$ cat config.mk
export PLATFORM = sky130hd
export DESIGN_NAME = msx_slot_expander
export DESIGN_NICKNAME = d
export VERILOG_FILES = /design/src/rtl/msx_slot_pkg.sv /design/src/rtl/msx_mapper_regs.sv /design/src/rtl/msx_slot_expander.sv
export SDC_FILE = /design/constraint.sdc
export NUM_CORES = 1
export LEC_CHECK = 0
export CORE_MARGIN = 10
export CORE_UTILIZATION = 48
export CTS_CLUSTER_DIAMETER = 200
export CTS_CLUSTER_SIZE = 12
export DETAILED_ROUTE_END_ITERATION = 10
export PLACE_DENSITY_LB_ADDON = 0.3
export SYNTH_ARGS = -nofsm -noshare
export SYNTH_HDL_FRONTEND = slang
export SYNTH_HIERARCHICAL = 1
export SYNTH_SLANG_ARGS = --single-unit
$ cat constraint.sdc
create_clock -name clk_i -period 3.75 [get_ports clk_i]
set_input_delay 0.75 -clock clk_i [delete_from_list [all_inputs] [get_ports clk_i]]
set_output_delay 0.75 -clock clk_i [all_outputs]
set_load 0.02 [all_outputs]
$ cat src/rtl/msx_slot_pkg.sv
// msx_slot_pkg: shared constants and helpers for the MSX slot expander
package msx_slot_pkg;
    localparam int SLOT_W = 2;
    localparam int PAGE_W = 2;
    localparam logic [15:0] SUBSLOT_ADDR = 16'hFFFF;
    localparam logic [5:0] MAPPER_PORT_HI = 6'b111111;
    // Power-on mapping: page0..3 -> segment 3,2,1,0
    localparam logic [3:0][1:0] MAP_RST = {2'd0, 2'd1, 2'd2, 2'd3};

    function automatic logic [3:0] onehot_n(input logic [SLOT_W-1:0] idx);
        return ~(4'b0001 << idx);
    endfunction
endpackage

$ cat src/rtl/msx_mapper_regs.sv
// msx_mapper_regs: four RAM mapper page registers on I/O ports 0xFC-0xFF
module msx_mapper_regs
    import msx_slot_pkg::*;
#(
    parameter int MAPPER_BITS = 3,
    parameter bit MAPPER_EN   = 1'b1
) (
    input  logic                      clk_i,
    input  logic                      reset_n_i,
    input  logic                      wr_stb_i,
    input  logic [7:0]                port_i,
    input  logic [PAGE_W-1:0]         page_i,
    input  logic [MAPPER_BITS-1:0]    wd_i,
    input  logic                      mreq_n_i,
    input  logic                      iorq_n_i,
    input  logic                      m1_n_i,
    input  logic                      rd_n_i,
    output logic [MAPPER_BITS-1:0]    seg_o,
    output logic [7:0]                rd_data_o,
    output logic                      rd_oe_o
);
    localparam logic [7:0] SEG_MASK = 8'((1 << MAPPER_BITS) - 1);

    logic [MAPPER_BITS-1:0] map_q [4];
    logic [MAPPER_BITS-1:0] map_d [4];
    logic                   io_act;

    // I/O decode, readback and page-to-segment translation; memory cycles take precedence over I/O
    always_comb begin
        io_act    = MAPPER_EN && !iorq_n_i && m1_n_i && mreq_n_i && port_i[7:2] == MAPPER_PORT_HI;
        rd_oe_o   = io_act && !rd_n_i;
        rd_data_o = rd_oe_o ? (~SEG_MASK | 8'(map_q[port_i[1:0]])) : 8'h00;
        seg_o     = MAPPER_EN ? map_q[page_i] : MAPPER_BITS'(page_i);
        for (int i = 0; i < 4; i++)
            map_d[i] = (wr_stb_i && io_act && port_i[1:0] == 2'(i)) ? wd_i : map_q[i];
    end

    // Page register storage with power-on mapping
    always_ff @(posedge clk_i or negedge reset_n_i) begin
        if (!reset_n_i) begin
            for (int i = 0; i < 4; i++) map_q[i] <= MAPPER_BITS'(MAP_RST[i]);
        end else begin
            map_q <= map_d;
        end
    end
endmodule

$ cat src/rtl/msx_slot_expander.sv
// msx_slot_expander: primary/secondary slot decoder with I/O-port RAM mapper
module msx_slot_expander
    import msx_slot_pkg::*;
#(
    parameter logic [3:0] EXPANDED    = 4'b1000,
    parameter int         MAPPER_BITS = 3,
    parameter bit         MAPPER_EN   = 1'b1
) (
    input  logic                      clk_i,
    input  logic                      reset_n_i,
    input  logic [15:0]               addr_i,
    input  logic [7:0]                data_i,
    input  logic                      mreq_n_i,
    input  logic                      iorq_n_i,
    input  logic                      m1_n_i,
    input  logic                      rd_n_i,
    input  logic                      wr_n_i,
    input  logic                      rfsh_n_i,
    input  logic [7:0]                psl_i,
    output logic [7:0]                data_o,
    output logic                      data_oe_o,
    output logic [3:0]                sltsl_n_o,
    output logic [3:0]                subsl_n_o,
    output logic [MAPPER_BITS+13:0]   ram_addr_o
);
    logic [PAGE_W-1:0]      page;
    logic [SLOT_W-1:0]      pslot;
    logic                   mem_act;
    logic                   exp_hit;
    logic                   ffff_hit;
    logic                   ffff_rd;
    logic                   wr_stb;
    logic [7:0]             sub_q [4];
    logic [7:0]             sub_d [4];
    logic                   wr_n_q;
    logic                   wr_n_d;
    logic                   armed_q;
    logic                   armed_d;
    logic [MAPPER_BITS-1:0] seg;
    logic [7:0]             map_data;
    logic                   map_oe;

    // Bus decode: page, primary slot, subslot-register hit and the one-shot write strobe
    always_comb begin
        page     = addr_i[15:14];
        pslot    = psl_i[{page, 1'b0} +: 2];
        mem_act  = !mreq_n_i && rfsh_n_i;
        exp_hit  = EXPANDED[pslot];
        ffff_hit = mem_act && exp_hit && addr_i == SUBSLOT_ADDR;
        ffff_rd  = ffff_hit && !rd_n_i;
        wr_stb   = !wr_n_i && wr_n_q && armed_q;
    end

    // Slot selects and CPU readback; the FFFF register owns its cycle so no subslot is selected
    always_comb begin
        sltsl_n_o  = mem_act ? onehot_n(pslot) : 4'hF;
        subsl_n_o  = (mem_act && exp_hit && !ffff_hit) ? onehot_n(sub_q[pslot][{page, 1'b0} +: 2]) : 4'hF;
        data_oe_o  = ffff_rd || map_oe;
        data_o     = ffff_rd ? ~sub_q[pslot] : map_data;
        ram_addr_o = {seg, addr_i[13:0]};
    end

    // Next state: WR_n history, strobe arming after reset, subslot register loads
    always_comb begin
        wr_n_d  = wr_n_i;
        armed_d = armed_q || wr_n_i;
        for (int i = 0; i < 4; i++)
            sub_d[i] = (wr_stb && ffff_hit && pslot == 2'(i)) ? data_i : sub_q[i];
    end

    // State registers; disarmed after reset until WR_n has been seen high on a clock
    always_ff @(posedge clk_i or negedge reset_n_i) begin
        if (!reset_n_i) begin
            wr_n_q  <= 1'b1;
            armed_q <= 1'b0;
            for (int i = 0; i < 4; i++) sub_q[i] <= 8'h00;
        end else begin
            wr_n_q  <= wr_n_d;
            armed_q <= armed_d;
            sub_q   <= sub_d;
        end
    end

    msx_mapper_regs #(
        .MAPPER_BITS(MAPPER_BITS),
        .MAPPER_EN  (MAPPER_EN)
    ) u_mapper (
        .clk_i    (clk_i),
        .reset_n_i(reset_n_i),
        .wr_stb_i (wr_stb),
        .port_i   (addr_i[7:0]),
        .page_i   (page),
        .wd_i     (data_i[MAPPER_BITS-1:0]),
        .mreq_n_i (mreq_n_i),
        .iorq_n_i (iorq_n_i),
        .m1_n_i   (m1_n_i),
        .rd_n_i   (rd_n_i),
        .seg_o    (seg),
        .rd_data_o(map_data),
        .rd_oe_o  (map_oe)
    );
endmodule
==> impl_metrics.env <==
export IMPL_status="finished, final reports clean"
export IMPL_synth_area_um2=2580
export IMPL_place_gp_congestion=0.808
export IMPL_yosysTopAreaCell="dfrtp_1"
export IMPL_antenna_found_initial=0
export IMPL_clk_pin_slew_ns=0.08
export IMPL_nNetsFinal=306
export IMPL_cpLargestDelayFamily="multiplexers"
export IMPL_root_buffer="clkbuf_8"
export IMPL_grt_max_degree=47
export IMPL_drc_errors=0
export IMPL_hp_start="sub_q[10]"
export IMPL_setup_violations=0
export IMPL_crit_buf_inv=3
export IMPL_power_uw=972
export IMPL_core_area_um2=5170
export IMPL_crit_reg2reg_launch="wr_n_q"
export IMPL_skew_ns=0.00359
export IMPL_worst_pin_slew_ns=0.971
export IMPL_vias=1693
export IMPL_p_leak_nw=1.65
export IMPL_ys_ff_latch=46
export IMPL_crit_path_start="addr_i[14]"
export IMPL_dpl_hpwl_um=4640
export IMPL_gr_total_overflow=0
export IMPL_die_area_um2=8710
export IMPL_synth_edf_count=0
export IMPL_insertion_delay_ns=0.29
export IMPL_drv_cap=0
export IMPL_place_ws_ns=-0.679
export IMPL_power_density_nw_per_um2=286
export IMPL_finish_utilization=0.658
export IMPL_syn2layout_area_growth_pct=31.8
export IMPL_synth_common_cells="dfrtp_1, clkbuf_1, mux2_2"
export IMPL_dieWidth_um=93.3
export IMPL_seq_area_frac_synth=0.448
export IMPL_ys_flop_type="dfrtp_1"
export IMPL_slew_violations=0
export IMPL_finalHoldViolations=0
export IMPL_start_util=0.499
export IMPL_layout_cells_non_filler=337
export IMPL_cts_buffers_inserted=5
export IMPL_syn_area_per_cell_um2=12.3
export IMPL_rsz0062_at_grt="false"
export IMPL_viasPerCell=5.02
export IMPL_routedWlPerCell_um=17.6
export IMPL_dp_cells=327
export IMPL_crit_type="primary input to primary output"
export IMPL_antennaDiodeCount=0
export IMPL_port_buffers=73
export IMPL_final_setup_worst_slack_ns=0.102
export IMPL_cts_path_max_buffers=2
export IMPL_dr_pass1_iters=4
export IMPL_cp_slowest_stage_delay_ns=0.60
export IMPL_relSlewSlack=0.353
export IMPL_fin_crit_sh=0.973
export IMPL_cp_required_ns=3.00
export IMPL_async_reset_ff_frac=1.00
export IMPL_arrival_ns=2.90
export IMPL_drive_gt1_frac=0.378
export IMPL_seqCellArea_um2=1160
export IMPL_chipHeight_um=93.3
export IMPL_endpoint_kind="primary output"
export IMPL_finalWirelength_um=5920
export IMPL_clock_sinks=46
export IMPL_period_minus_slack_ns=3.65
export IMPL_max_freq_mhz=274
export IMPL_fillers=394
export IMPL_ant_nets=0
export IMPL_grt_pass1_vias=1858
export IMPL_cp_cell_sequence="buf_4 > mux4_2 > buf_12 > mux2i_2 > mux2_4 > mux4_2 > o21bai_1 > buf_4"
export IMPL_final_area_um2=3400
export IMPL_syn_inst=210
export IMPL_synth_most_common_cell="dfrtp_1"
export IMPL_ir_worst_vdd_v=0.000249
export IMPL_ios=74
export IMPL_yosys_warnings=6
export IMPL_cp_start_kind="primary input"
export IMPL_synth_nets=250
export IMPL_synth_cell_types=35
export IMPL_cts_max_level=2
export IMPL_critPathSlowestCell="mux4_2"
export IMPL_critPathMaxFanout=5
export IMPL_multi_input_area_um2=1120
export IMPL_drt_initial_drc_count=135
export IMPL_synth_top_area_share=0.397
export IMPL_synth_top_cells_by_area="dfrtp_1, mux2_2, mux4_2"
export IMPL_cts_tree="built"
export IMPL_placedInstanceArea_um2=3300
export IMPL_grt_total_usage=0.141
export IMPL_hp_class="flop to flop"
export IMPL_grt_pass1_wl_um=9640
export IMPL_fp_row_count=26
state kept, by name (all words and copies together), names as in the netlist:
signal and cells:
armed_q 1, sub_q 32, u_mapper/map_q 12, wr_n_q 1
timing repair:
| action | in CTS | in global routing |
|---|---|---|
| setup buffers | 1 | 0 |
| resized for setup | 40 | 17 |
| endpoints found under the hold margin | 0 | 0 |
| setup endpoints to repair | 14 | 9 |
| hold buffers | 0 | 0 |
| cloned | 1 | 0 |
worst paths after layout:
| kind | end | slack [ns] | cells after the start |
|---|---|---|---|
| max | subsl_n_o[2] | 0.10 | 8 |
| min | sub_q[10] | 0.38 | 0 |
| max reg2reg | u_mapper/map_q[5] | 1.98 | 5 |
| min reg2reg | sub_q[10] | 0.38 | 0 |
| max in group asynchronous | u_mapper/map_q[2] | 2.54 | 1 |
| min in group asynchronous | sub_q[7] | 0.61 | 1 |
final cells by class:
type / instances / area share
clock inverters: 1 / 0.00147
clock buffers: 7 / 0.0254
inverters: 2 / 0.00221
flip-flops and latches: 46 / 0.340
well taps: 70 / 0.0257
multi-input cells: 111 / 0.329
repair buffers: 100 / 0.276
worst reg2reg max path, cell delays in order (launching register included):
cell	delay, ns
dfstp_2	0.52
nand2_1	0.04
nor2_1	0.20
nand4_4	0.15
nor3b_2	0.37
mux2_2	0.37
layer usage:
layer | vias to the layer above | share of wire | global-route usage
met5 | - | 0 | 0
met4 | 0 | 0.020 | 0.0566
met3 | 8 | 0.070 | 0.0440
met1 | 804 | 0.45 | 0.181
li1 | 819 | - | -
met2 | 62 | 0.46 | 0.214
placed cells by master (no fill, tap or decap), types with 2 or more instances in the layout:
master | Yosys | routed
nor2b_1 | 5 | 5
nor2_1 | 4 | 4
o21ai_1 | 0 | 2
nand4_1 | 4 | 4
mux4_2 | 10 | 10
clkbuf_8 | 0 | 6
inv_1 | 2 | 2
nand3_1 | 2 | 2
buf_4 | 20 | 26
dlygate4sd2_1 | 0 | 9
and3_2 | 3 | 3
and4b_1 | 2 | 2
nor3b_2 | 2 | 2
o21bai_1 | 2 | 2
clkdlybuf4s50_1 | 0 | 50
dlymetal6s2s_1 | 0 | 4
mux2i_1 | 20 | 19
dfrtp_1 | 41 | 41
nand3b_1 | 3 | 3
clkbuf_2 | 0 | 4
nand2_1 | 7 | 7
mux2_2 | 25 | 24
buf_2 | 2 | 3
mux2_4 | 3 | 4
o21ai_0 | 6 | 4
buf_12 | 1 | 2
dfstp_2 | 5 | 5
nand2b_1 | 2 | 2
metrics by stage:
step,setup TNS (ns),hold slack [ns]
finish,0,0.380
global route,0,0.389
CTS,0,0.383
detailed placement,-6.66,0.365
global placement,-6.45,0.364
floorplan,0,0.428
power by group:
part           internal [mW]  switching [mW]  total [mW]
Clock                  0.149           0.153       0.302
Combinational         0.0984          0.0743       0.173
Sequential             0.497        0.000520       0.498
Total                  0.744           0.228       0.972
kinds of logic (layout without fill, tap and decap cells):
kind of cell    count (synthesis)  count (layout)  synth area share
mux                            58              58             0.291
buf+inv                        53             110             0.122
flops                          46              46             0.448
simple gates                   43              43             0.115
compound gates                 10              10            0.0228
(Power assumes the default switching activity.)
